$ cat src/rtl/j1b_io_hub.sv
// J1B I/O hub: one-hot decoded UART data/status/timer registers.
// RX/TX byte FIFOs and a free-running cycle timer with a sticky match flag.
module j1b_io_hub #(
    parameter int DATA_W   = 32,
    parameter int RX_DEPTH = 16,
    parameter int TX_DEPTH = 16,
    parameter int TIMER_W  = 32
) (
    input  logic              clk,
    input  logic              resetq,
    input  logic              io_rd,
    input  logic              io_wr,
    input  logic [15:0]       mem_addr,
    input  logic [DATA_W-1:0] dout,
    output logic [DATA_W-1:0] io_din,
    output logic [7:0]        uart_tx_data,
    output logic              uart_tx_valid,
    input  logic              uart_tx_ready,
    input  logic [7:0]        uart_rx_data,
    input  logic              uart_rx_valid,
    output logic              irq
);
    localparam int RXA = $clog2(RX_DEPTH);
    localparam int TXA = $clog2(TX_DEPTH);

    logic [15:0]        addr_q, addr_d;
    logic               rd_q, wr_q;
    logic [DATA_W-1:0]  wdata_q;
    logic [7:0]         rx_mem [RX_DEPTH];
    logic [7:0]         tx_mem [TX_DEPTH];
    logic [RXA-1:0]     rx_wp_q, rx_wp_d, rx_rp_q, rx_rp_d;
    logic [TXA-1:0]     tx_wp_q, tx_wp_d, tx_rp_q, tx_rp_d;
    logic [RXA:0]       rx_cnt_q, rx_cnt_d;
    logic [TXA:0]       tx_cnt_q, tx_cnt_d;
    logic               rx_ovf_q, rx_ovf_d;
    logic               tx_ovf_q, tx_ovf_d;
    logic               tmr_match_q, tmr_match_d;
    logic [TIMER_W-1:0] cnt_q, cnt_d, cmp_q, cmp_d;

    logic sel_uart, sel_stat, sel_tmr;
    logic rx_empty, rx_full, tx_empty, tx_full;
    logic rx_pop, rx_push, tx_pop, tx_req, tx_push;
    logic stat_wr;
    logic [7:0] rx_head;
    logic [DATA_W-1:0] status;
    logic unused;

    assign sel_uart = addr_q[12];
    assign sel_stat = addr_q[13];
    assign sel_tmr  = addr_q[14];
    assign unused   = ^{addr_q[15], addr_q[11:0], wdata_q};

    assign rx_empty = (rx_cnt_q == '0);
    assign rx_full  = (rx_cnt_q == (RXA+1)'(RX_DEPTH));
    assign tx_empty = (tx_cnt_q == '0);
    assign tx_full  = (tx_cnt_q == (TXA+1)'(TX_DEPTH));
    assign rx_head  = rx_empty ? 8'h00 : rx_mem[rx_rp_q];

    assign uart_tx_valid = ~tx_empty;
    assign uart_tx_data  = tx_mem[tx_rp_q];
    assign irq           = tmr_match_q;

    // A pop frees an entry in the same cycle, so a full FIFO still accepts.
    assign rx_pop  = rd_q & sel_uart & ~rx_empty;
    assign rx_push = uart_rx_valid & (~rx_full | rx_pop);
    assign tx_pop  = uart_tx_valid & uart_tx_ready;
    assign tx_req  = wr_q & sel_uart;
    assign tx_push = tx_req & (~tx_full | tx_pop);
    assign stat_wr = wr_q & sel_stat;

    always_comb begin
        status        = '0;
        status[0]     = ~tx_full;
        status[1]     = ~rx_empty;
        status[2]     = rx_ovf_q;
        status[3]     = tmr_match_q;
        status[4]     = tx_ovf_q;
        status[15:8]  = 8'(rx_cnt_q);
        status[23:16] = 8'(tx_cnt_q);
    end

    always_comb begin
        io_din = '0;
        if (sel_uart) io_din = io_din | DATA_W'(rx_head);
        if (sel_stat) io_din = io_din | status;
        if (sel_tmr)  io_din = io_din | DATA_W'(cnt_q);
    end

    always_comb begin
        addr_d   = addr_q;
        rx_wp_d  = rx_wp_q;
        rx_rp_d  = rx_rp_q;
        rx_cnt_d = rx_cnt_q;
        tx_wp_d  = tx_wp_q;
        tx_rp_d  = tx_rp_q;
        tx_cnt_d = tx_cnt_q;
        if (io_rd | io_wr) addr_d = mem_addr;
        if (rx_push) rx_wp_d = rx_wp_q + 1'b1;
        if (rx_pop)  rx_rp_d = rx_rp_q + 1'b1;
        if (rx_push & ~rx_pop) rx_cnt_d = rx_cnt_q + 1'b1;
        if (rx_pop & ~rx_push) rx_cnt_d = rx_cnt_q - 1'b1;
        if (tx_push) tx_wp_d = tx_wp_q + 1'b1;
        if (tx_pop)  tx_rp_d = tx_rp_q + 1'b1;
        if (tx_push & ~tx_pop) tx_cnt_d = tx_cnt_q + 1'b1;
        if (tx_pop & ~tx_push) tx_cnt_d = tx_cnt_q - 1'b1;
    end

    // Flag clears are applied first so that a same-cycle set wins.
    always_comb begin
        rx_ovf_d    = rx_ovf_q;
        tx_ovf_d    = tx_ovf_q;
        tmr_match_d = tmr_match_q;
        cmp_d       = cmp_q;
        cnt_d       = cnt_q + 1'b1;
        if (stat_wr & wdata_q[2]) rx_ovf_d = 1'b0;
        if (stat_wr & wdata_q[4]) tx_ovf_d = 1'b0;
        if (stat_wr & wdata_q[3]) tmr_match_d = 1'b0;
        if (wr_q & sel_tmr) begin
            cmp_d       = wdata_q[TIMER_W-1:0];
            tmr_match_d = 1'b0;
        end
        if (uart_rx_valid & rx_full & ~rx_pop) rx_ovf_d = 1'b1;
        if (tx_req & tx_full & ~tx_pop) tx_ovf_d = 1'b1;
        if (cnt_q == cmp_q) tmr_match_d = 1'b1;
    end

    always_ff @(posedge clk or posedge resetq) begin
        if (resetq) begin
            addr_q      <= '0;
            rd_q        <= 1'b0;
            wr_q        <= 1'b0;
            wdata_q     <= '0;
            rx_wp_q     <= '0;
            rx_rp_q     <= '0;
            rx_cnt_q    <= '0;
            tx_wp_q     <= '0;
            tx_rp_q     <= '0;
            tx_cnt_q    <= '0;
            rx_ovf_q    <= 1'b0;
            tx_ovf_q    <= 1'b0;
            tmr_match_q <= 1'b0;
            cnt_q       <= '0;
            cmp_q       <= '1;
        end else begin
            addr_q      <= addr_d;
            rd_q        <= io_rd;
            wr_q        <= io_wr;
            wdata_q     <= dout;
            rx_wp_q     <= rx_wp_d;
            rx_rp_q     <= rx_rp_d;
            rx_cnt_q    <= rx_cnt_d;
            tx_wp_q     <= tx_wp_d;
            tx_rp_q     <= tx_rp_d;
            tx_cnt_q    <= tx_cnt_d;
            rx_ovf_q    <= rx_ovf_d;
            tx_ovf_q    <= tx_ovf_d;
            tmr_match_q <= tmr_match_d;
            cnt_q       <= cnt_d;
            cmp_q       <= cmp_d;
        end
    end

    always_ff @(posedge clk) begin
        if (rx_push) rx_mem[rx_wp_q] <= uart_rx_data;
        if (tx_push) tx_mem[tx_wp_q] <= dout_byte(wdata_q);
    end

    function automatic logic [7:0] dout_byte(input logic [DATA_W-1:0] w);
        return w[7:0];
    endfunction
endmodule

$ cat config.mk
export PLATFORM = sky130hd
export DESIGN_NAME = j1b_io_hub
export DESIGN_NICKNAME = d
export VERILOG_FILES = /design/src/rtl/j1b_io_hub.sv
export SDC_FILE = /design/constraint.sdc
export NUM_CORES = 1
export LEC_CHECK = 0
export ABC_CLOCK_PERIOD_IN_PS = 4400
export BUFFER_PORTS_ARGS = -buffer_cell sky130_fd_sc_hd__clkbuf_2
export CAP_MARGIN = 20
export CORE_MARGIN = 3
export CORE_UTILIZATION = 50
export CTS_CLUSTER_SIZE = 14
export DETAILED_ROUTE_END_ITERATION = 7
export GPL_TIMING_DRIVEN = 0
export HOLD_SLACK_MARGIN = 0.05
export PLACE_DENSITY_LB_ADDON = 0.2
export SLEW_MARGIN = 10
export SYNTH_ARGS = -nofsm -noshare
export SYNTH_HDL_FRONTEND = slang
export SYNTH_SLANG_ARGS = --single-unit
$ cat constraint.sdc
create_clock -name clk -period 4.4 [get_ports clk]
set_input_delay 0.88 -clock clk [delete_from_list [all_inputs] [get_ports clk]]
set_output_delay 0.88 -clock clk [all_outputs]
set_load 0.05 [all_outputs]
== Word-level counts from Yosys, hierarchy flattened ==
Memories as Yosys holds them, arrays and structs flattened.
Cells that the tools add are included.

* Bits in registers: 142
* Bits in latches: 0
* Bits in writable memories: 256
* ROM bits: 0
* Bits of input ports: 62
* Word-level logic and storage cells: 87
* Memories: 2

{| class="wikitable"
|+ Memory list
! name !! depth !! width !! read ports !! clocked after Yosys merged registers in !! wr ports !! RTL line !! text
|-
| rx_mem || 16 || 8 || 1 || 0 || 1 || 29 || <nowiki>logic [7:0] rx_mem [RX_DEPTH];</nowiki>
|-
| tx_mem || 16 || 8 || 1 || 0 || 1 || 30 || <nowiki>logic [7:0] tx_mem [TX_DEPTH];</nowiki>
|}

* Add/sub/neg operators: 9
* $mul: 0
* Divide/modulo/power cells: 0
* $lt $le $gt $ge: 0
* Equal/unequal tests: 3
* Shift operators: 0
* Mux-type cells: 19
* Bitwise logic cells: 32
* Reductions and logical operators: 7

{| class="wikitable"
|+ Operators with widths
! operator !! number
|-
| $mux 32 || 2
|-
| $add 32x1->32 const B || 1
|-
| $eq 32x32->1 || 1
|-
| $or 32x21->32 || 1
|-
| $or 32x32->32 || 1
|-
| $mux 5 || 4
|-
| $and 1x1->1 || 19
|-
| $add 4x1->4 const B || 4
|-
| $mux 8 || 2
|-
| $mux 1 || 11
|-
| $add 5x1->5 const B || 2
|-
| $eq 5x5->1 const B || 2
|-
| $logic_not 5->1 || 2
|-
| $sub 5x1->5 const B || 2
|-
| $not 1->1 || 8
|-
| $reduce_bool 2->1 || 4
|-
| $or 1x1->1 || 3
|-
| $reduce_bool 3->1 || 1
|}

== Depth between registers and ports, before layout ==
* Depth in word-level cells: 8
* Gate-level depth with buffers: 11

== Worst setup path after synthesis ==
No wires, ideal clock.

* Kind: reg-to-output
* Start point: reg tx_rp_q[0]
* End point: out uart_tx_data[0]
* Arrival: 1.968 ns
* Required time: 3.520 ns
* Setup slack: 1.552 ns
* Stages on the path, launching flop included: 5
* Path buffers: 2
* Path through: dfrtp_1 buf_2 buf_2 mux4_2 mux4_2

* Cells in the longest elaborated chain, start to end: 1

{| class="wikitable"
|+ RTL lines
! item !! RTL line !! text
|-
| start, declared || 32 || <nowiki>logic [TXA-1:0] tx_wp_q, tx_wp_d, tx_rp_q, tx_rp_d;</nowiki>
|-
| start signal, assigned || 153 || <nowiki>tx_rp_q <= tx_rp_d;</nowiki>
|-
| $mem_v2 16x8 || -- ||
|-
| end, declared || 16 || <nowiki>output logic [7:0] uart_tx_data,</nowiki>
|}

No other way between the ends.

== Final worst setup path ==
* Start point: reg rx_rp_q[3]
* End point: out io_din[1]

* Cells in the longest elaborated chain, start to end: 7

{| class="wikitable"
|+ RTL lines
! item !! RTL line !! text
|-
| start, declared || 31 || <nowiki>logic [RXA-1:0] rx_wp_q, rx_wp_d, rx_rp_q, rx_rp_d;</nowiki>
|-
| start signal, assigned || 150 || <nowiki>rx_rp_q <= rx_rp_d;</nowiki>
|-
| $mem_v2 16x8 * || -- ||
|-
| $mux 8 * || 57 || <nowiki>assign rx_head = rx_empty ? 8'h00 : rx_mem[rx_rp_q];</nowiki>
|-
| $mux 8 * || 84 || <nowiki>if (sel_uart) io_din = io_din | DATA_W'(rx_head);</nowiki>
|-
| $or 32x21->32 || 85 || <nowiki>if (sel_stat) io_din = io_din | status;</nowiki>
|-
| $mux 32 * || 85 ||
|-
| $or 32x32->32 || 86 || <nowiki>if (sel_tmr) io_din = io_din | DATA_W'(cnt_q);</nowiki>
|-
| $mux 32 * || 86 ||
|-
| end, declared || 15 || <nowiki>output logic [DATA_W-1:0] io_din,</nowiki>
|}

Every way passes the cells marked *; elsewhere a longest branch is shown, timed or not.

==> results.txt <==
IO Count: 104
Async set-or-reset flop fraction in the synthesized netlist: 33.7%
GRT overflow: 0
Vias: 8185
CTS Sinks: 386
Synth Instances: 898
Worst-Margin Slew: 938 ps
Status: finished, final reports clean
Cell with the most instances after synthesis: edfxtp_1
Routability cong.: 0.842
RSZ-0062 raised after global routing: no
Layout cell share with drive strength beyond 1: 31.1%
Reg2Reg Setup Slack: 1690 ps
Commonest cells post-synth: 256 x edfxtp_1, 98 x dfrtp_1, 72 x mux4_2
Die width: 183 um
Max clock buf depth: 3
Period utilisation layout: 91.4%
CP Launch Type: flip-flop
Kind of critical path: flip-flop to output port
Clk_lat worst skew: 540 ps
Yosys top cell by area: edfxtp_1
Inserted Clock Buffers: 41
First-pass GRT wire length: 49700 um
Yosys warnings: 0
WHS: 400 ps
Hold Path Class: input port to async pin
# Post-CTS Setup Buffers: 0
Mapped cell area: 0.0157 mm2
DRT Wirelength: 32000 um
CP max FO: 10
Worst Slack Setup Final: 378 ps
Iter 0 DRT Violations: 618
Place WS: 910 ps
Syn avg cell area: 17.5 um2
Core Area: 0.0308 mm2
CP arrival: 3140 ps
#FFs+latches synth: 386
Drt drc: 0
Critical path endpoint category: output port
PD cells: 613 mW/mm2
Finished Layout Cells: 1462
Fin. max-slew vios: 0
Initial Util: 51.0%
Area grow syn2layout: 14.8%
Sequential Power Share: 40.9%
Distinct cells, synth: 54
Worst r2r dst: rx_cnt_q[4]
Req. time, crit path: 3520 ps
Max-cap violations: 0
# hold bufs at CTS: 0
Tmin final: 4020 ps
Post-synth top area share: 48.9%
Combinational share of power: 28.7%
FP Rows: 64
Cells after DPL: 1386
Leakage dissipation: 6.70 nW
Antenna violations before repair: 0
Final Hold Viols: 0
Clk_skew: 22.3 ps
Layout Utilization: 58.6%
Sw Share: 31.6%
Root buffer cell: clkbuf_16
Routed len/inst: 21.9 um
Reg clk slew, reported paths: 60 ps
Final count of negative-setup-slack endpoints: 0
H-tree levels: 2
Detail Placement HPWL: 21600 um
Nets: 1110
Via density: 5.60
CTS tree: built
Internal power: 0.00758 W
Seq/Total Area, Yosys: 69.8%
DIE HEIGHT: 183 um
Buffers on Ports: 89
Worst rel slew slack: 37.1%
Vias in the first global route: 8302
Routed Antenna Nets: 0
Net Switching: 0.00350 W
PostCTS Resize Cnt: 0
Max Freq: 249 MHz
GRT Resource Usage Total: 19.5%
EDFF count, synth: 256
N_diodes: 0
Main synth FF type: edfxtp_1
FF-to-FF path depth: 11
Syn_nets: 975
Worst r2r src: rx_cnt_q[1]
Largest net degree at the start of global routing: 78
Die area: 0.0336 mm2
Max IR drop VDD: 0.551 mV
Clock Power Share: 30.4%
Top post-synthesis cells by area: edfxtp_1 49%, dfrtp_1 16%, mux4_2 10%, dfstp_2 5.3%, mux2_2 2.9%
Pre-Repair DR Iteration Count: 5
## cell families (layout without fill, tap and decap cells)
family / Yosys count / after routing / share of synthesized area (%)
DFF: 386 / 386 / 69.8
muxes: 126 / 126 / 14.1
and+or+nand+nor: 175 / 175 / 6.09
xor gates and xnor gates: 81 / 81 / 4.51
buffers and inverters: 56 / 224 / 1.57
AOI/OAI and AO/OA: 59 / 59 / 2.79
adders and majority gates: 15 / 15 / 1.19
## layer usage
layer / GRT usage [%] / wire [um]
met5: 0 / 0
met4: 6.22 / 912
met3: 3.61 / 1590
met2: 29.2 / 14800
met1: 29.6 / 14700
## layout by cell type (no fill, tap or decap), types with 32 or more instances in the layout
| master | count |
|---|---|
| edfxtp_1 | 256 |
| dfrtp_1 | 98 |
| clkbuf_2 | 89 |
| mux4_2 | 72 |
| xor2_1 | 42 |
| mux2_2 | 41 |
| clkbuf_16 | 41 |
| xnor2_1 | 39 |
| nand2_1 | 37 |
| clkbuf_1 | 34 |
| dfstp_2 | 32 |
## final cells by class
class                   instances  area, um2
clock inverters                23        244
well taps                     396        495
clock buffers                  53       1080
fillers                      2306      12800
flip-flops and latches        386      11000
multi-input cells             456       4530
inverters                      11       46.3
plain buffers                  45        205
repair buffers                 92        488
## per-stage QoR
step / cell area, um2 / TNS [ps] / total power, W
floorplan: 15700 / 0 / 0.00698
global placement: 16700 / -151210 / 0.00777
detailed placement: 16700 / 0 / 0.00781
CTS: 18100 / 0 / 0.0112
global route: 18100 / 0 / 0.0116
finish: 18100 / 0 / 0.0111
## flip-flops by register name (all words and copies together), names as in the netlist, 3 cells and up
name      cells
rx_mem      128
tx_wp_q       4
addr_q        3
cnt_q        32
rx_rp_q       4
cmp_q        32
wdata_q      32
rx_cnt_q      5
rx_wp_q       4
tx_cnt_q      5
tx_mem      128
tx_rp_q       4
## critical path, stage by stage (launching register included)
cell	delay, ps
dfrtp_1	330
clkbuf_1	280
clkbuf_1	570
mux4_2	410
mux2i_1	210
o22ai_1	180
a221o_1	360
clkbuf_2	260
## power groups by stage
stage	registers (W)	clock network (W)	logic, W
2_1_floorplan	0.00452	0	0.00245
5_1_grt	0.00457	0.00359	0.00344
3_5_place_dp	0.00460	0	0.00321
6_report	0.00453	0.00337	0.00318
4_1_cts	0.00453	0.00343	0.00323
3_3_place_gp	0.00459	0	0.00318
## how the worst max path moves through the flow
stage	start	endpoint	slack (ps)	cells past startpoint
2_1_floorplan	resetq	addr_q[12]	100	1
3_3_place_gp	resetq	rx_cnt_q[0]	-1520	2
3_5_place_dp	rx_rp_q[3]	io_din[2]	910	7
4_1_cts	rx_rp_q[3]	io_din[1]	320	7
5_1_grt	rx_rp_q[3]	io_din[1]	230	7
6_report	rx_rp_q[3]	io_din[1]	380	7
Power figures use the tool's default switching activity.
